[src/rtl/lsp_pkg.sv]
// Shared definitions for the LSP composition block: vector sizes, address
// field widths and the controller state encoding.
package lsp_pkg;

    localparam int M      = 10;   // LSP coefficients per frame
    localparam int MA_NP  = 4;    // MA predictor history depth
    localparam int ADDR_W = 12;   // memory address width
    localparam int J_W    = 4;    // coefficient index field width
    localparam int K_W    = 2;    // history index field width

    typedef enum logic [2:0] {
        S_IDLE   = 3'd0,
        S_MULT   = 3'd1,
        S_MAC    = 3'd2,
        S_WRITE  = 3'd3,
        S_UPD_RD = 3'd4,
        S_UPD_WR = 3'd5,
        S_DONE   = 3'd6
    } state_t;

endpackage

[src/rtl/lsp_addr_gen.sv]
// Address formation for the LSP composition block. Read-side encodings use
// the read indices (rj, rk); write-side encodings use the write indices
// (wj, wk) so the controller can read ahead while writing the current element.
module lsp_addr_gen
    import lsp_pkg::*;
(
    input  logic [ADDR_W-1:0] lspele,
    input  logic [ADDR_W-1:0] freq_prev,
    input  logic [ADDR_W-1:0] lsp,
    input  logic [ADDR_W-1:0] fgAddr,
    input  logic [ADDR_W-1:0] fg_sumAddr,
    input  logic [J_W-1:0]    rj,
    input  logic [K_W-1:0]    rk,
    input  logic [J_W-1:0]    wj,
    input  logic [K_W-1:0]    wk,
    output logic [ADDR_W-1:0] lspele_addr,
    output logic [ADDR_W-1:0] fp_rd_addr,
    output logic [ADDR_W-1:0] fg_addr,
    output logic [ADDR_W-1:0] fg_sum_addr,
    output logic [ADDR_W-1:0] lsp_addr,
    output logic [ADDR_W-1:0] fp_wr_addr
);

    // Low base bits are replaced by the index fields.
    logic unused_s;

    assign lspele_addr = {lspele[11:4], rj};
    assign fp_rd_addr  = {freq_prev[11:6], rj, rk};
    assign fg_addr     = {fgAddr[11:6], rk, rj};
    assign fg_sum_addr = {fg_sumAddr[11:4], rj};
    assign lsp_addr    = {lsp[11:4], wj};
    assign fp_wr_addr  = {freq_prev[11:6], wj, wk};
    assign unused_s    = ^{lspele[3:0], freq_prev[5:0], lsp[3:0], fgAddr[5:0], fg_sumAddr[3:0]};

endmodule

[src/rtl/lsp_prev_compose.sv]
// LSP composition from MA prediction: lsp[j] = (lsp_ele[j]*fg_sum[j] +
// sum_k freq_prev[k][j]*fg[k][j]) >> 16, using shared saturating math units
// and synchronous-read scratch/constant memories.
// Optional build macro LSP_PREV_UPDATE_EN adds the freq_prev history shift.
module lsp_prev_compose
    import lsp_pkg::*;
(
    input  logic        clk,
    input  logic        reset,
    input  logic        start,
    output logic        done,
    input  logic [11:0] lspele,
    input  logic [11:0] freq_prev,
    input  logic [11:0] lsp,
    input  logic [11:0] fgAddr,
    input  logic [11:0] fg_sumAddr,
    output logic [11:0] readAddr,
    input  logic [31:0] readIn,
    output logic [11:0] writeAddr,
    output logic [31:0] writeOut,
    output logic        writeEn,
    output logic [11:0] constantMemAddr,
    input  logic [31:0] constantMemIn,
    output logic [15:0] L_mult_a,
    output logic [15:0] L_mult_b,
    input  logic [31:0] L_mult_in,
    output logic [15:0] L_mac_a,
    output logic [15:0] L_mac_b,
    output logic [31:0] L_mac_c,
    input  logic [31:0] L_mac_in
);

    state_t      state_r;
    logic [3:0]  j_r;        // 0..10
    logic [2:0]  k_r;        // 0..4
    logic [31:0] acc_r;
    logic        done_r;
    logic        wen_r;

    logic [3:0]  rj_s;
    logic [1:0]  rk_s;
    logic [11:0] lspele_a_s, fp_rd_a_s, fg_a_s, fg_sum_a_s, lsp_a_s, fp_wr_a_s;
    logic        unused_s;

    assign done     = done_r;
    assign writeEn  = wen_r;
    assign unused_s = ^{readIn[31:16], constantMemIn[31:16]};

    lsp_addr_gen u_addr (
        .lspele      (lspele),
        .freq_prev   (freq_prev),
        .lsp         (lsp),
        .fgAddr      (fgAddr),
        .fg_sumAddr  (fg_sumAddr),
        .rj          (rj_s),
        .rk          (rk_s),
        .wj          (j_r),
        .wk          (k_r[1:0]),
        .lspele_addr (lspele_a_s),
        .fp_rd_addr  (fp_rd_a_s),
        .fg_addr     (fg_a_s),
        .fg_sum_addr (fg_sum_a_s),
        .lsp_addr    (lsp_a_s),
        .fp_wr_addr  (fp_wr_a_s)
    );

    // Read-ahead indices: each state addresses the operands of the next state.
    always_comb begin
        rj_s = j_r;
        rk_s = 2'd0;
        case (state_r)
            S_MAC:    rk_s = k_r[1:0] + 2'd1;
            S_WRITE:  rj_s = j_r + 4'd1;
            S_UPD_RD: rk_s = k_r[1:0] - 2'd1;
            default:  rk_s = 2'd0;
        endcase
    end

    // Memory address and write-data selection by state.
    always_comb begin
        readAddr        = 12'h000;
        constantMemAddr = 12'h000;
        writeAddr       = 12'h000;
        writeOut        = 32'h0000_0000;
        case (state_r)
            S_IDLE, S_WRITE: begin
                readAddr        = lspele_a_s;
                constantMemAddr = fg_sum_a_s;
                if (state_r == S_WRITE) begin
                    writeAddr = lsp_a_s;
                    writeOut  = {16'h0000, acc_r[31:16]};
                end else begin
                    writeAddr = 12'h000;
                    writeOut  = 32'h0000_0000;
                end
            end
            S_MULT, S_MAC: begin
                readAddr        = fp_rd_a_s;
                constantMemAddr = fg_a_s;
            end
            S_UPD_RD: begin
                if (k_r == 3'd0) begin
                    readAddr = lspele_a_s;
                end else begin
                    readAddr = fp_rd_a_s;
                end
            end
            S_UPD_WR: begin
                writeAddr = fp_wr_a_s;
                writeOut  = {16'h0000, readIn[15:0]};
            end
            default: begin
                readAddr        = 12'h000;
                constantMemAddr = 12'h000;
            end
        endcase
    end

    // Math operands are driven only in the state that consumes the result.
    always_comb begin
        L_mult_a = 16'h0000;
        L_mult_b = 16'h0000;
        L_mac_a  = 16'h0000;
        L_mac_b  = 16'h0000;
        L_mac_c  = 32'h0000_0000;
        if (state_r == S_MULT) begin
            L_mult_a = readIn[15:0];
            L_mult_b = constantMemIn[15:0];
        end else if (state_r == S_MAC) begin
            L_mac_a = readIn[15:0];
            L_mac_b = constantMemIn[15:0];
            L_mac_c = acc_r;
        end else begin
            L_mult_a = 16'h0000;
            L_mac_c  = 32'h0000_0000;
        end
    end

    // Controller: state, counters, accumulator and registered strobes.
    always_ff @(posedge clk or negedge reset) begin
        if (!reset) begin
            state_r <= S_IDLE;
            j_r     <= 4'd0;
            k_r     <= 3'd0;
            acc_r   <= 32'h0000_0000;
            done_r  <= 1'b0;
            wen_r   <= 1'b0;
        end else begin
            done_r <= 1'b0;
            wen_r  <= 1'b0;
            case (state_r)
                S_IDLE: begin
                    if (start) begin
                        state_r <= S_MULT;
                    end else begin
                        state_r <= S_IDLE;
                    end
                end
                S_MULT: begin
                    acc_r   <= L_mult_in;
                    k_r     <= 3'd0;
                    state_r <= S_MAC;
                end
                S_MAC: begin
                    acc_r <= L_mac_in;
                    k_r   <= k_r + 3'd1;
                    if (k_r == 3'(MA_NP - 1)) begin
                        state_r <= S_WRITE;
                        wen_r   <= 1'b1;
                    end else begin
                        state_r <= S_MAC;
                    end
                end
                S_WRITE: begin
                    j_r <= j_r + 4'd1;
                    if (j_r == 4'(M - 1)) begin
`ifdef LSP_PREV_UPDATE_EN
                        j_r     <= 4'd0;
                        k_r     <= 3'(MA_NP - 1);
                        state_r <= S_UPD_RD;
`else
                        done_r  <= 1'b1;
                        state_r <= S_DONE;
`endif
                    end else begin
                        state_r <= S_MULT;
                    end
                end
`ifdef LSP_PREV_UPDATE_EN
                S_UPD_RD: begin
                    wen_r   <= 1'b1;
                    state_r <= S_UPD_WR;
                end
                S_UPD_WR: begin
                    if (j_r == 4'(M - 1)) begin
                        j_r <= 4'd0;
                        if (k_r == 3'd0) begin
                            done_r  <= 1'b1;
                            state_r <= S_DONE;
                        end else begin
                            k_r     <= k_r - 3'd1;
                            state_r <= S_UPD_RD;
                        end
                    end else begin
                        j_r     <= j_r + 4'd1;
                        state_r <= S_UPD_RD;
                    end
                end
`endif
                S_DONE: begin
                    j_r     <= 4'd0;
                    k_r     <= 3'd0;
                    state_r <= S_IDLE;
                end
                default: state_r <= S_IDLE;
            endcase
        end
    end

endmodule

[config.mk]
export PLATFORM = sky130hd
export DESIGN_NAME = lsp_prev_compose
export DESIGN_NICKNAME = d
export VERILOG_FILES = /design/src/rtl/lsp_pkg.sv /design/src/rtl/lsp_addr_gen.sv /design/src/rtl/lsp_prev_compose.sv
export SDC_FILE = /design/constraint.sdc
export NUM_CORES = 1
export LEC_CHECK = 0
export BUFFER_PORTS_ARGS = -buffer_cell sky130_fd_sc_hd__buf_2
export CORE_AREA = 2 2 139 141
export CTS_CLUSTER_SIZE = 25
export DETAILED_ROUTE_END_ITERATION = 8
export DIE_AREA = 0 0 141 143
export PLACE_DENSITY = 0.65
export SLEW_MARGIN = 30
export SYNTH_ARGS = -nofsm -noshare
export SYNTH_HDL_FRONTEND = slang
export SYNTH_HIERARCHICAL = 1
export SYNTH_SLANG_ARGS = --single-unit
export TNS_END_PERCENT = 50
[constraint.sdc]
create_clock -name clk -period 1.96 [get_ports clk]
set_input_delay 0.196 -clock clk [delete_from_list [all_inputs] [get_ports clk]]
set_output_delay 0.196 -clock clk [all_outputs]
set_load 0.02 [all_outputs]
-- After elaboration in Yosys (flattened, before gate mapping)
Cells that the tools add are included.
- output and inout port bits: 166
- word-level logic and storage cells: 54
- register bits: 44
- equality and inequality tests: 8
- reductions and logical operators: 8
- mux-type cells: 28
- add/subtract/negate cells: 4
- operators with widths (operator ; number):
    $mux 16 ; 7
    $mux 32 ; 2
    $pmux 32 s2 ; 1
    $pmux 12 s2 ; 2
    $pmux 12 s3 ; 1
    $pmux 16 s2 ; 1
    $mux 12 ; 2
    $pmux 3 s4 ; 1
    $eq 3x2->1 const B ; 3
    $eq 3x3->1 const B ; 3
    $pmux 4 s2 ; 1
    $logic_not 3->1 ; 2
    $mux 1 ; 6
    $pmux 3 s2 ; 1
    $reduce_bool 2->1 ; 3
    $reduce_or 2->1 ; 3
    $add 4x1->4 const B ; 1
    $eq 4x4->1 const B ; 1
    $mux 4 ; 1
    $pmux 2 s2 ; 1
    $add 3x1->3 const B ; 1
    $eq 3x1->1 const B ; 1
    $mux 3 ; 1
    $add 2x1->2 const B ; 1
    $sub 2x1->2 const B ; 1

-- Depth between registers and ports, before layout
- word-level depth: 4
- gate-level depth with buffers: 10

-- By module
Netlist, hierarchy kept.
- modules (own cells, without submodules) (module ; seq. area each (µm²) ; instances ; cells an instance ; area each (µm²)):
    lsp_prev_compose ; 1101.1 ; 1 ; 486 ; 3958.8
    lsp_addr_gen ; 0.0 ; 1 ; 72 ; 540.5

-- Worst setup path after synthesis
Ideal clock, no wire load.
- kind: flip-flop to output port
- start point: reg state_r[2]
- end point: out readAddr[1]
- cell stages (with the launch flop): 11
- data arrival time: 1.994 ns
- setup slack: -0.230 ns
- data required time: 1.764 ns
- cells stage by stage: dfrtp_1 > buf_4 > and3b_1 > buf_2 > buf_2 > nor2_1 > a21oi_1 > buf_4 > and3b_1 > a31oi_1 > o22ai_1
- word-level cells in the longest chain between the ends: 4
- RTL lines (what ; RTL line ; RTL):
    start, declared ; lsp_prev_compose.sv:33 ; state_t state_r;
    start signal, assigned ; lsp_prev_compose.sv:142 ; state_r <= S_IDLE;
    start signal, assigned ; lsp_prev_compose.sv:154 ; state_r <= S_MULT;
    start signal, assigned ; lsp_prev_compose.sv:156 ; state_r <= S_IDLE;
    $eq 3x2->1 (*) ; lsp_prev_compose.sv:71 ; case (state_r)
    $mux 4 (*) ; lsp_prev_compose.sv:71 ;
    named net rj_s[1] ; lsp_prev_compose.sv:40 ; logic [3:0] rj_s;
    $mux 12 ; lsp_prev_compose.sv:102 ; if (k_r == 3'd0) begin
    $pmux 12 s3 (*) ; lsp_prev_compose.sv:85 ; case (state_r)
    end, declared ; lsp_prev_compose.sv:17 ; output logic [11:0] readAddr,
Mark *: on every way through the listed nets, which the timed path passes. The rest lies on a longest branch.

-- Worst setup path in the final report
- start point: reg state_r[1]
- end point: out readAddr[2]
The elaborated chain is that of the path after synthesis.

==> summary.txt <==
Timing
  • Fin crit share: 108%
  • Worst slew pin tran: 602 ps
  • Max-slew headroom: 59.9%
  • Final hold vios: 0
  • Clk_skew: 9.72 ps
  • Setup ws final: -157 ps
  • Final Max Slew Viols: 0
  • Highest Clock Rate: 0.472 GHz
  • RSZ-0062 raised after global routing: yes
  • Final setup fails: 101
  • Final Hold Slack: 140 ps
  • Fin crit period: 2120 ps

Placement
  • Placed cells: 989
  • DP HPWL: 12300 um
  • Placer Congestion: 0.824
  • I/O Buffers: 284
  • Setup WS pre-CTS: around 100 ps

Route
  • Remaining DRCs: 0
  • Metal3 WL: 1450 um
  • M1 WL: between 8000 and 9000 um
  • Via-per-instance ratio: around 4.7
  • WL met2: 9000 um
  • Drt first pass iters: 5
  • Final ANT Viol Nets: 0
  • DRT iter0 DRCs: 206
  • Wire per inst: 18.5 um
  • Final wirelength: about 19000 um
  • DR vias: a little under 5000
  • Top layer in use: met5

Floorplanning
  • Cell row count: 50
  • Die W: 141 um
  • Total core area: approximately 0.019 mm2
  • Die ar.: just over 0.02 mm2
  • Effective utilization at floorplan: about a quarter
  • Ports: 357
  • Die height: approximately 140 um

Global route
  • Vias in the first global route: 4400
  • Largest net degree at the start of global routing: 57
  • First-pass GRT wire length: 24900 um
  • All-Layer GR Usage: 15.8%
  • Overflow after GRT: 0
  • Initial antenna violation count: 4

Critical path
  • CP peak stage delay: about 400 ps
  • Critical path cell sequence: and3b_2 -> buf_4 -> buf_6 -> xor2_2 -> buf_4 -> a31oi_1 -> o22ai_2 -> buf_2
  • CP startpoint kind: register
  • Crit path required time: 1760 ps
  • Crit path capture type: output pin
  • Arrival time worst endpoint: 1920 ps
  • Slowest cell on the critical path: dfrtp_1
  • Crit path max fanout: 5
  • Cell mode on critical path: buf_4
  • Crit Path Category: register to output pin

Logic synthesis
  • Mean Syn Cell Area: 8.06 um2
  • Primary FF master, synth: dfrtp_1
  • Unique cell type count in the Yosys netlist: 44
  • Most common cell in the synthesized netlist: and2_1
  • Cell area after synthesis: 0.00450 mm2
  • Synthesis-stage register bit count: 44
  • Yosys Warn Count: 6
  • Ys async rst share: 100%
  • Cell taking the most area after synthesis: dfrtp_1
  • Post-synth top area share: 24.5%
  • Post-synthesis sequential area ratio: 24.5%
  • Area contributors post-synth: dfrtp_1 (24%), buf_4 (16%), and2_1 (14%)
  • List of most frequent post-synthesis cells: and2_1 (98), buf_4 (94), nand2_1 (64), a21oi_1 (49), dfrtp_1 (44)
  • Post-synth EDFFs: 0
  • Synth Instances: 558

Power
  • Clock network power share: 38.9%
  • Peak VDD IR: 0.000425 V
  • Reg power frac: 36.3%
  • Psw: 736 uW
  • Switch share: 27.6%
  • Int Power: 1.93 mW
  • Combinational share of power: between 20 and 25%
  • Pwr dens: about 360 mW/mm2
  • Total power: between 2 and 3 mW
  • Leakage power: 3.88 nW

Clocking
  • Cts bufs inserted: 5
  • Clock Latency Late Sink: 290 ps
  • Clk slew on worst S/H paths: 70 ps
  • Clock Sinks: 44
  • CTS Buffer Depth: 2
  • CTS tree: yes
  • CTS HTree Levels: 2
  • Clock root buffer: clkbuf_16

Finish
  • Layout cells sized above 1: 55.5%
  • Core Util, Final: 39.4%
  • Non-filler instance count after layout: between 1000 and 1500
  • Syn-to-layout area delta: 62.6%
  • Post-layout net count: between 900 and 1000
  • Filler cells: 1868

Outcome
  • Status: finished with violations
  • Failing checks: setup timing

Flow run
  • Max-cap violation count: 0

Min path
  • HP Class: primary input to register
stage by stage:
stage	TNS, ps	area [um2]
4_1_cts	-2360	6160
6_report	-8790	7320
3_3_place_gp	0	5750
3_5_place_dp	0	5750
5_1_grt	-19500	7310
2_1_floorplan	-29.3	4610
cells by family after synthesis:
logic type	Yosys count	share of synthesized area, %
AND/OR/NAND/NOR	199	25.3
AO/OA/AOI/OAI	145	22.6
buffers and inverters	141	20.8
flip-flops	44	24.5
multiplexers	17	3.81
XOR/XNOR	6	1.50
adder cells (fa/ha/maj)	5	1.39
other	1	0.0833
what timing repair did:
| action | 4_1_cts | 5_1_grt |
|---|---|---|
| hold buffers | 1 | 0 |
| pin swaps | 8 | 47 |
| endpoints found under the hold margin | 21 | 0 |
| setup buffers | 3 | 13 |
| resized for setup | 30 | 243 |
| cloned | 3 | 14 |
| endpoints found under the setup margin | 98 | 142 |
state kept, by name, summed over array words and instances, names as in the netlist:
signal,count
state_r,3
acc_r,32
done,1
writeEn,1
k_r,3
j_r,4
routing by layer:
layer  vias to the layer above  GRT usage, %
met5                         -             0
met4                         6          3.42
met3                        23          4.19
met2                       234          25.7
met1                      2317          21.1
li1                       2295             -
cell type report:
| type | instances | area (um2) | area share (%) |
|---|---|---|---|
| well taps | 234 | 293 | 4.00 |
| repair buffers | 351 | 2940 | 40.2 |
| clock buffers | 6 | 139 | 1.90 |
| clock inverters | 2 | 38.8 | 0.530 |
| inverters | 5 | 18.8 | 0.257 |
| flip-flops and latches | 44 | 1100 | 15.1 |
| multi-input cells | 388 | 2780 | 38.0 |
| diodes | 1 | 2.50 | 0.0342 |
worst max-delay path: cells and delay by family (launching register included):
family	cells	cell delay, ps
AO/OA/AOI/OAI	2	280
flip-flops	1	400
AND/OR/NAND/NOR	1	240
buffers and inverters	4	590
XOR/XNOR	1	140
worst paths after layout:
kind                       slack [ps]           to  depth (start not counted)         start
setup / recovery                 -160  readAddr[2]                          8    state_r[1]
hold / removal                    140    acc_r[18]                          2  L_mac_in[18]
setup reg to reg                  100     acc_r[2]                          9    state_r[0]
hold reg to reg                   520     acc_r[6]                          2      acc_r[6]
max in group asynchronous         980    acc_r[23]                          3         reset
min in group asynchronous         440    acc_r[15]                          2         reset
cells in the final DEF, fill, tap and decap left out, drive strengths merged, types with 2 or more instances in the layout:
master   netlist  final
clkbuf        15     18
nor3           3      3
buf          121    337
nand4          2      2
nor3b          2      2
a21oi         49     49
o211ai         2      2
inv            5      5
a21o           2      2
nand2b         3      3
nand2         64     64
xor2           2      2
o22ai         12     12
conb           1     16
mux2i         16     16
and4           2      2
nor2b          2      2
and3b         13     13
dfrtp         44     44
nor2           6      6
a2bb2oi       32     32
a31oi         13     13
and2          98     98
o2bb2ai        2      2
a22o          28     28
xnor2          4      4
ha             5      5
power groups by stage:
stage                     combinational (mW)  clock, mW  sequential (mW)
after global routing                   0.706       1.10            0.972
after CTS                              0.526       1.07            0.965
after floorplan                        0.337          0            0.972
after global placement                 0.516          0            0.981
after detailed placement               0.518          0            0.982
final                                  0.663       1.04            0.967
Note: power is estimated with default switching activity, not from simulation.
